## src/rtl/mel_mac_loop_ctrl.sv

```systemverilog
// Nested outer/inner loop sequencer for the mel filterbank MAC: linear reads plus data-aligned
// accumulator control. Define MEL_MAC_ABORT_EN to add the abort input.
module mel_mac_loop_ctrl #(
    parameter int unsigned CNT_WIDTH  = 7,
    parameter int unsigned ADDR_WIDTH = 14,
    parameter int unsigned RD_LAT     = 1
) (
    input  logic                  clk,
    input  logic                  rst_n,
    input  logic                  start,
    input  logic                  hold,
`ifdef MEL_MAC_ABORT_EN
    input  logic                  abort,
`endif
    input  logic [CNT_WIDTH-1:0]  outer_len,
    input  logic [CNT_WIDTH-1:0]  inner_len,
    input  logic [ADDR_WIDTH-1:0] base_addr,
    output logic                  busy,
    output logic                  done,
    output logic                  rd_en,
    output logic [ADDR_WIDTH-1:0] rd_addr,
    output logic [CNT_WIDTH-1:0]  outer_idx,
    output logic [CNT_WIDTH-1:0]  inner_idx,
    output logic                  acc_clr,
    output logic                  acc_en,
    output logic                  acc_last,
    output logic                  result_valid,
    output logic [CNT_WIDTH-1:0]  result_idx
);

    localparam int unsigned TW = CNT_WIDTH + 3;

    typedef enum logic [1:0] {StIdle, StRun, StDrain, StDone} state_e;

    typedef struct packed {
        logic                 en;
        logic                 clr;
        logic                 last;
        logic [CNT_WIDTH-1:0] idx;
    } tag_t;

    state_e                  state_q;
    logic [CNT_WIDTH-1:0]    outer_len_q, inner_len_q;
    logic [CNT_WIDTH-1:0]    outer_q, inner_q;
    logic [ADDR_WIDTH-1:0]   addr_q;
    logic [1:0]              drain_q;
    logic [RD_LAT*TW-1:0]    pipe_q, pipe_d;
    logic                    res_valid_q;
    logic [CNT_WIDTH-1:0]    res_idx_q;

    logic rd_fire;
    logic flush;
    tag_t rd_tag, out_tag;

`ifdef MEL_MAC_ABORT_EN
    assign flush = abort && (state_q != StIdle);
`else
    assign flush = 1'b0;
`endif

    assign rd_fire      = (state_q == StRun) && !hold;
    assign rd_tag.en    = rd_fire;
    assign rd_tag.clr   = rd_fire && (inner_q == '0);
    assign rd_tag.last  = rd_fire && (inner_q == inner_len_q);
    assign rd_tag.idx   = outer_q;

    // Tag shift register: newest tag enters at the low end, oldest leaves at the top.
    if (RD_LAT > 1) begin : g_shift
        assign pipe_d = {pipe_q[(RD_LAT-1)*TW-1:0], rd_tag};
    end else begin : g_single
        assign pipe_d = rd_tag;
    end
    assign out_tag = pipe_q[RD_LAT*TW-1 -: TW];

    always_ff @(posedge clk) begin
        if (!rst_n || flush) begin
            state_q     <= StIdle;
            outer_len_q <= '0;
            inner_len_q <= '0;
            outer_q     <= '0;
            inner_q     <= '0;
            addr_q      <= '0;
            drain_q     <= '0;
            pipe_q      <= '0;
            res_valid_q <= 1'b0;
            res_idx_q   <= '0;
        end else begin
            pipe_q      <= pipe_d;
            res_valid_q <= out_tag.last;
            res_idx_q   <= out_tag.idx;
            case (state_q)
                StIdle: begin
                    if (start) begin
                        outer_len_q <= outer_len;
                        inner_len_q <= inner_len;
                        outer_q     <= '0;
                        inner_q     <= '0;
                        addr_q      <= base_addr;
                        state_q     <= StRun;
                    end
                end
                StRun: begin
                    if (!hold) begin
                        addr_q <= addr_q + ADDR_WIDTH'(1);
                        if (inner_q == inner_len_q) begin
                            inner_q <= '0;
                            if (outer_q == outer_len_q) begin
                                drain_q <= '0;
                                state_q <= StDrain;
                            end else begin
                                outer_q <= outer_q + CNT_WIDTH'(1);
                            end
                        end else begin
                            inner_q <= inner_q + CNT_WIDTH'(1);
                        end
                    end
                end
                // RD_LAT+1 cycles lets the last result_valid land before DONE.
                StDrain: begin
                    if (drain_q == 2'(RD_LAT)) begin
                        state_q <= StDone;
                    end else begin
                        drain_q <= drain_q + 2'd1;
                    end
                end
                StDone: state_q <= StIdle;
                default: state_q <= StIdle;
            endcase
        end
    end

    assign busy         = (state_q != StIdle);
    assign done         = (state_q == StDone);
    assign rd_en        = rd_fire;
    assign rd_addr      = addr_q;
    assign outer_idx    = outer_q;
    assign inner_idx    = inner_q;
    assign acc_en       = out_tag.en;
    assign acc_clr      = out_tag.clr;
    assign acc_last     = out_tag.last;
    assign result_valid = res_valid_q;
    assign result_idx   = res_idx_q;

endmodule
```

## config.mk

```make
export PLATFORM = sky130hd
export DESIGN_NAME = mel_mac_loop_ctrl
export DESIGN_NICKNAME = d
export VERILOG_FILES = /design/src/rtl/mel_mac_loop_ctrl.sv
export SDC_FILE = /design/constraint.sdc
export NUM_CORES = 1
export LEC_CHECK = 0
export BUFFER_PORTS_ARGS = -buffer_cell sky130_fd_sc_hd__buf_2
export CAP_MARGIN = 20
export CORE_MARGIN = 2
export CORE_UTILIZATION = 43
export CTS_CLUSTER_DIAMETER = 80
export CTS_CLUSTER_SIZE = 24
export DETAILED_ROUTE_END_ITERATION = 8
export PLACE_DENSITY = 0.66
export SYNTH_ARGS = -nofsm -noshare
export SYNTH_HDL_FRONTEND = slang
export SYNTH_SLANG_ARGS = --single-unit
```

## constraint.sdc

```tcl
create_clock -name clk -period 4.7 [get_ports clk]
set_clock_uncertainty 0.1 [all_clocks]
set_input_delay 0.94 -clock clk [delete_from_list [all_inputs] [get_ports clk]]
set_output_delay 0.94 -clock clk [all_outputs]
set_load 0.1 [all_outputs]
```

After elaboration in Yosys (flattened, before gate mapping)
Index checks and enable logic that the tools add are counted.

storage, ports and cells
  flip-flop bits (word level) = 64
  bits of input ports = 32
  output and inout port bits = 42

operators by class
  $add $sub $neg = 4
  equality and inequality tests = 13
  muxes and demuxes = 22
  reductions and logical operators = 14

operators with widths
  cell                     count
  $mux W7                  6
  $mux W14                 2
  $pmux W14 S2             1
  $pmux W7 S2              2
  $mux W2                  9
  $reduce_and A5 Y1        3
  $add A14 B1 Y14 const B  1
  $add A7 B1 Y7 const B    2
  $eq A7 B7 Y1             2
  $ne A2 B2 Y1 const B     5
  $pmux W2 S4              1
  $logic_not A7 Y1         1
  $reduce_bool A2 Y1       3
  $eq A2 B1 Y1 const B     2
  $eq A2 B2 Y1 const B     2
  $ne A2 B1 Y1 const B     2
  $pmux W2 S2              1
  $logic_and A1 B1 Y1      3
  $reduce_and A3 Y1        1
  $add A2 B1 Y2 const B    1
  $logic_not A2 Y1         1
  $reduce_and A2 Y1        1
  $logic_not A1 Y1         1

Logic depth before layout (Yosys ltp)
  word-level depth = 5
  gate-level depth with buffers = 9
  mapped depth without buffers = 7

Worst setup path after synthesis
No wires, ideal clock.

  kind = reg2out
  from = reg state_q[1]
  to = out rd_en
  arrival = 2.319 ns
  slack = 1.341 ns
  cell stages (with the launch flop) = 6
  path buffers = 1
  path through = dfxtp_1 inv_1 ha_1 clkbuf_1 clkinv_1 nor2_1

between the ends
  cells in the longest elaborated chain, start to end = 2

ends and longest elaborated chain
  what                      RTL line  RTL
  start: declaration        42        state_e state_q;
  start signal: assignment  77        state_q <= StIdle;
  start signal: assignment  99        state_q <= StRun;
  start signal: assignment  109       state_q <= StDrain;
  $eq A2 B1 Y1              61        assign rd_fire = (state_q == StRun) && !hold;
  $logic_and A1 B1 Y1       61
  end: declaration          20        output logic rd_en,

Every way passes these cells.

Worst setup path in the final report
Ends and elaborated chain as after synthesis.

==> metrics.txt <==
period utilisation layout=68.04%; die height=89.22 um; Hold Startpoint=out_tag[3]$_SDFF_PN0_; insertion delay to the later sink of the worst-skew pair=0.34 ns; cell area after synthesis=3123 sq um; CP arrival=2.16 ns; Port Buffer Count=73; vias=2804; global route overflow=0; FILL cells=729; CTS resizes=0; Worst R2R Start=state_q[1]$_SDFFE_PN0P_; Reg area=1281 sq um; slew margin rel.=37.30%; Multi-input gate area=1630 sq um; highest routed layer=met4; pre-CTS setup slack=1.493 ns; Syn Area/Cell=8.133 sq um; post-synthesis sequential area ratio=41.03%; setup ws final=1.502 ns; hold crit path type=reg2reg; Synth-to-Final Area Change=18.03%; f_max=312.7 MHz; R2R depth=6; Synth cell types=51; CTS root buf=clkbuf_8; met3 WL=390 um; H-tree depth=3; cells after synthesis=384; Max Slew Vio Count=0; met1 WL=3372 um; Max FO, Critical Path=19; setup TNS=0 ns; fraction of registers with async set/reset=0%; RSZ-0062 raised after global routing=no; clock edge transition at the registers on the reported setup and hold paths=0.07 ns; die area=7960 sq um; Final Critical Period=3.198 ns; EDFF count, synth=0; post-DP HPWL=5050 um; final WL=7163 um; cts bufs inserted=9; Starting Density=43.76%; ANT cells=0; Die Width=89.22 um; Final Net Count=483; PwrDens=654.2 nW/um^2; Max Cap Viol=0; ys flop type=dfxtp_1; vias in the first global route=2624; post-detailed-route wirelength per cell=13.12 um; Worst R2R End=inner_idx[3]$_SDFFE_PN0P_; global-route wire length before repair=11760 um; share of layout cells above drive strength 1=21.70%; maximum vdd drop=245.1 uV; clk buf depth=2; Yosys warnings=0; WP data required=3.66 ns; Post-CTS Setup Inserts=0; syn_nets=425; Setup-failing EPs final=0; Worst R2R Setup Slack=2.21 ns; # hold bufs at CTS=0; # IOs=74; area of the core=7137 sq um; Worst Hold Depth=1; TritonRoute pass-1 iters=4; Setup crit end kind=output pin; #FFs+latches synth=64; CTS sink cnt=64; Fin. Hold Viols=0; Tot GR Track Use=18.65%; vias per inst=5.136; CTS tree=built; CP Launch Type=register; leakage power=1.601 nW; Worst Tran Pin Value=0.9394 ns; Initial DRC Count=101; WL met2=3327 um; gpl congestion=0.8111; critical path class=reg2out; Routed Antenna Nets=0; row count=31; pin count of the biggest net entering global routing=44; initial antenna violation count=0; status=complete, no violations; DRC viols=0; Worst Hold Endpoint=result_idx[3]$_SDFF_PN0_
## kinds of logic after synthesis
logic type	share of synthesized area (%)
simple gates	24.96
flops	41.03
compound gates	17.99
buf+inv	6.770
fa+ha+maj	3.606
xor+xnor	5.329
mux	0.3205
## final cells by class
cell class | count | area share, %
multi-input combinational | 275 | 44.23
sequential | 64 | 34.76
timing repair buffer | 75 | 10.32
clock buffer | 10 | 3.734
tap | 99 | 3.360
clock inverter | 6 | 1.867
inverter | 17 | 1.731
## placed cells by master (no fill, tap or decap), types with 5 or more instances in the layout
cell type	instances
buf_2	73
dfxtp_1	64
nand2_1	54
a21oi_1	38
nor2_1	22
nand3_1	18
o21ai_0	17
inv_1	16
and2_1	12
xor2_1	10
clkbuf_8	10
xnor2_1	9
ha_1	9
o22ai_1	8
a211oi_1	7
nor3_1	6
nand4_1	5
## state kept, by name, indices dropped and copies added (netlist names)
register      cells
result_idx        7
out_tag          10
state_q           2
drain_q           2
outer_idx         7
outer_len_q       7
inner_idx         7
inner_len_q       7
result_valid      1
rd_addr          14
## synth_stat cells (5+ instances only)
cell type,number,area [sq um]
inv_1,16,60.06
o21ai_0,17,85.08
ha_1,9,112.6
xnor2_1,9,78.83
nand3_1,18,90.09
nand2_1,54,202.7
a211oi_1,7,52.55
a21oi_1,38,190.2
clkbuf_1,17,63.81
dfxtp_1,64,1281
o22ai_1,8,50.05
buf_4,7,52.55
xor2_1,10,87.58
nor2_1,22,82.58
and2_1,12,75.07
nor3_1,6,30.03
nand4_1,5,31.28
## metrics by stage
stage / instance area, sq um / std cells / utilization [%] / hold slack [ns] / total power, mW
final: 3686 / 546 / 51.65 / 0.3327 / 2.411
after global routing: 3686 / 546 / 51.65 / 0.3537 / 2.563
after CTS: 3686 / 546 / 51.65 / 0.3360 / 2.421
after detailed placement: 3480 / 530 / 48.76 / 0.3185 / 1.941
after global placement: 3480 / 530 / 48.76 / 0.3143 / 1.927
after floorplan: 3123 / 384 / - / 0.3119 / 1.731
## worst max-delay path, cell delays in order (launching register included)
cell	delay, ns
dfxtp_1	0.34
inv_1	0.11
ha_1	0.18
clkinv_1	0.45
nor2_1	0.29
buf_2	0.46
## report_power, final
| group | internal [mW] | switching [mW] | total (mW) |
|---|---|---|---|
| combinational | 0.285 | 0.928 | 1.21 |
| sequential | 0.629 | 0.0873 | 0.716 |
| clock | 0.260 | 0.223 | 0.483 |
| total | 1.17 | 1.24 | 2.41 |
## per-layer routing
| layer | vias up | track usage [%] |
|---|---|---|
| li1 | 1457 | - |
| met5 | - | 0 |
| met2 | 74 | 31.52 |
| met3 | 9 | 3.509 |
| met1 | 1264 | 23.75 |
| met4 | 0 | 6.649 |
## how the worst max path moves through the flow
stage / to / depth (start not counted) / start / slack [ns]
after floorplan: rd_en / 5 / state_q[1]$_SDFFE_PN0P_ / 1.34
after global placement: drain_q[0]$_SDFFE_PN0P_ / 5 / rst_n / 1.50
after detailed placement: drain_q[0]$_SDFFE_PN0P_ / 5 / rst_n / 1.49
after CTS: rd_en / 5 / state_q[1]$_SDFFE_PN0P_ / 1.47
after global routing: rd_en / 5 / state_q[1]$_SDFFE_PN0P_ / 1.29
final: rd_en / 5 / state_q[1]$_SDFFE_PN0P_ / 1.50
Note: power is estimated with default switching activity, not from simulation.
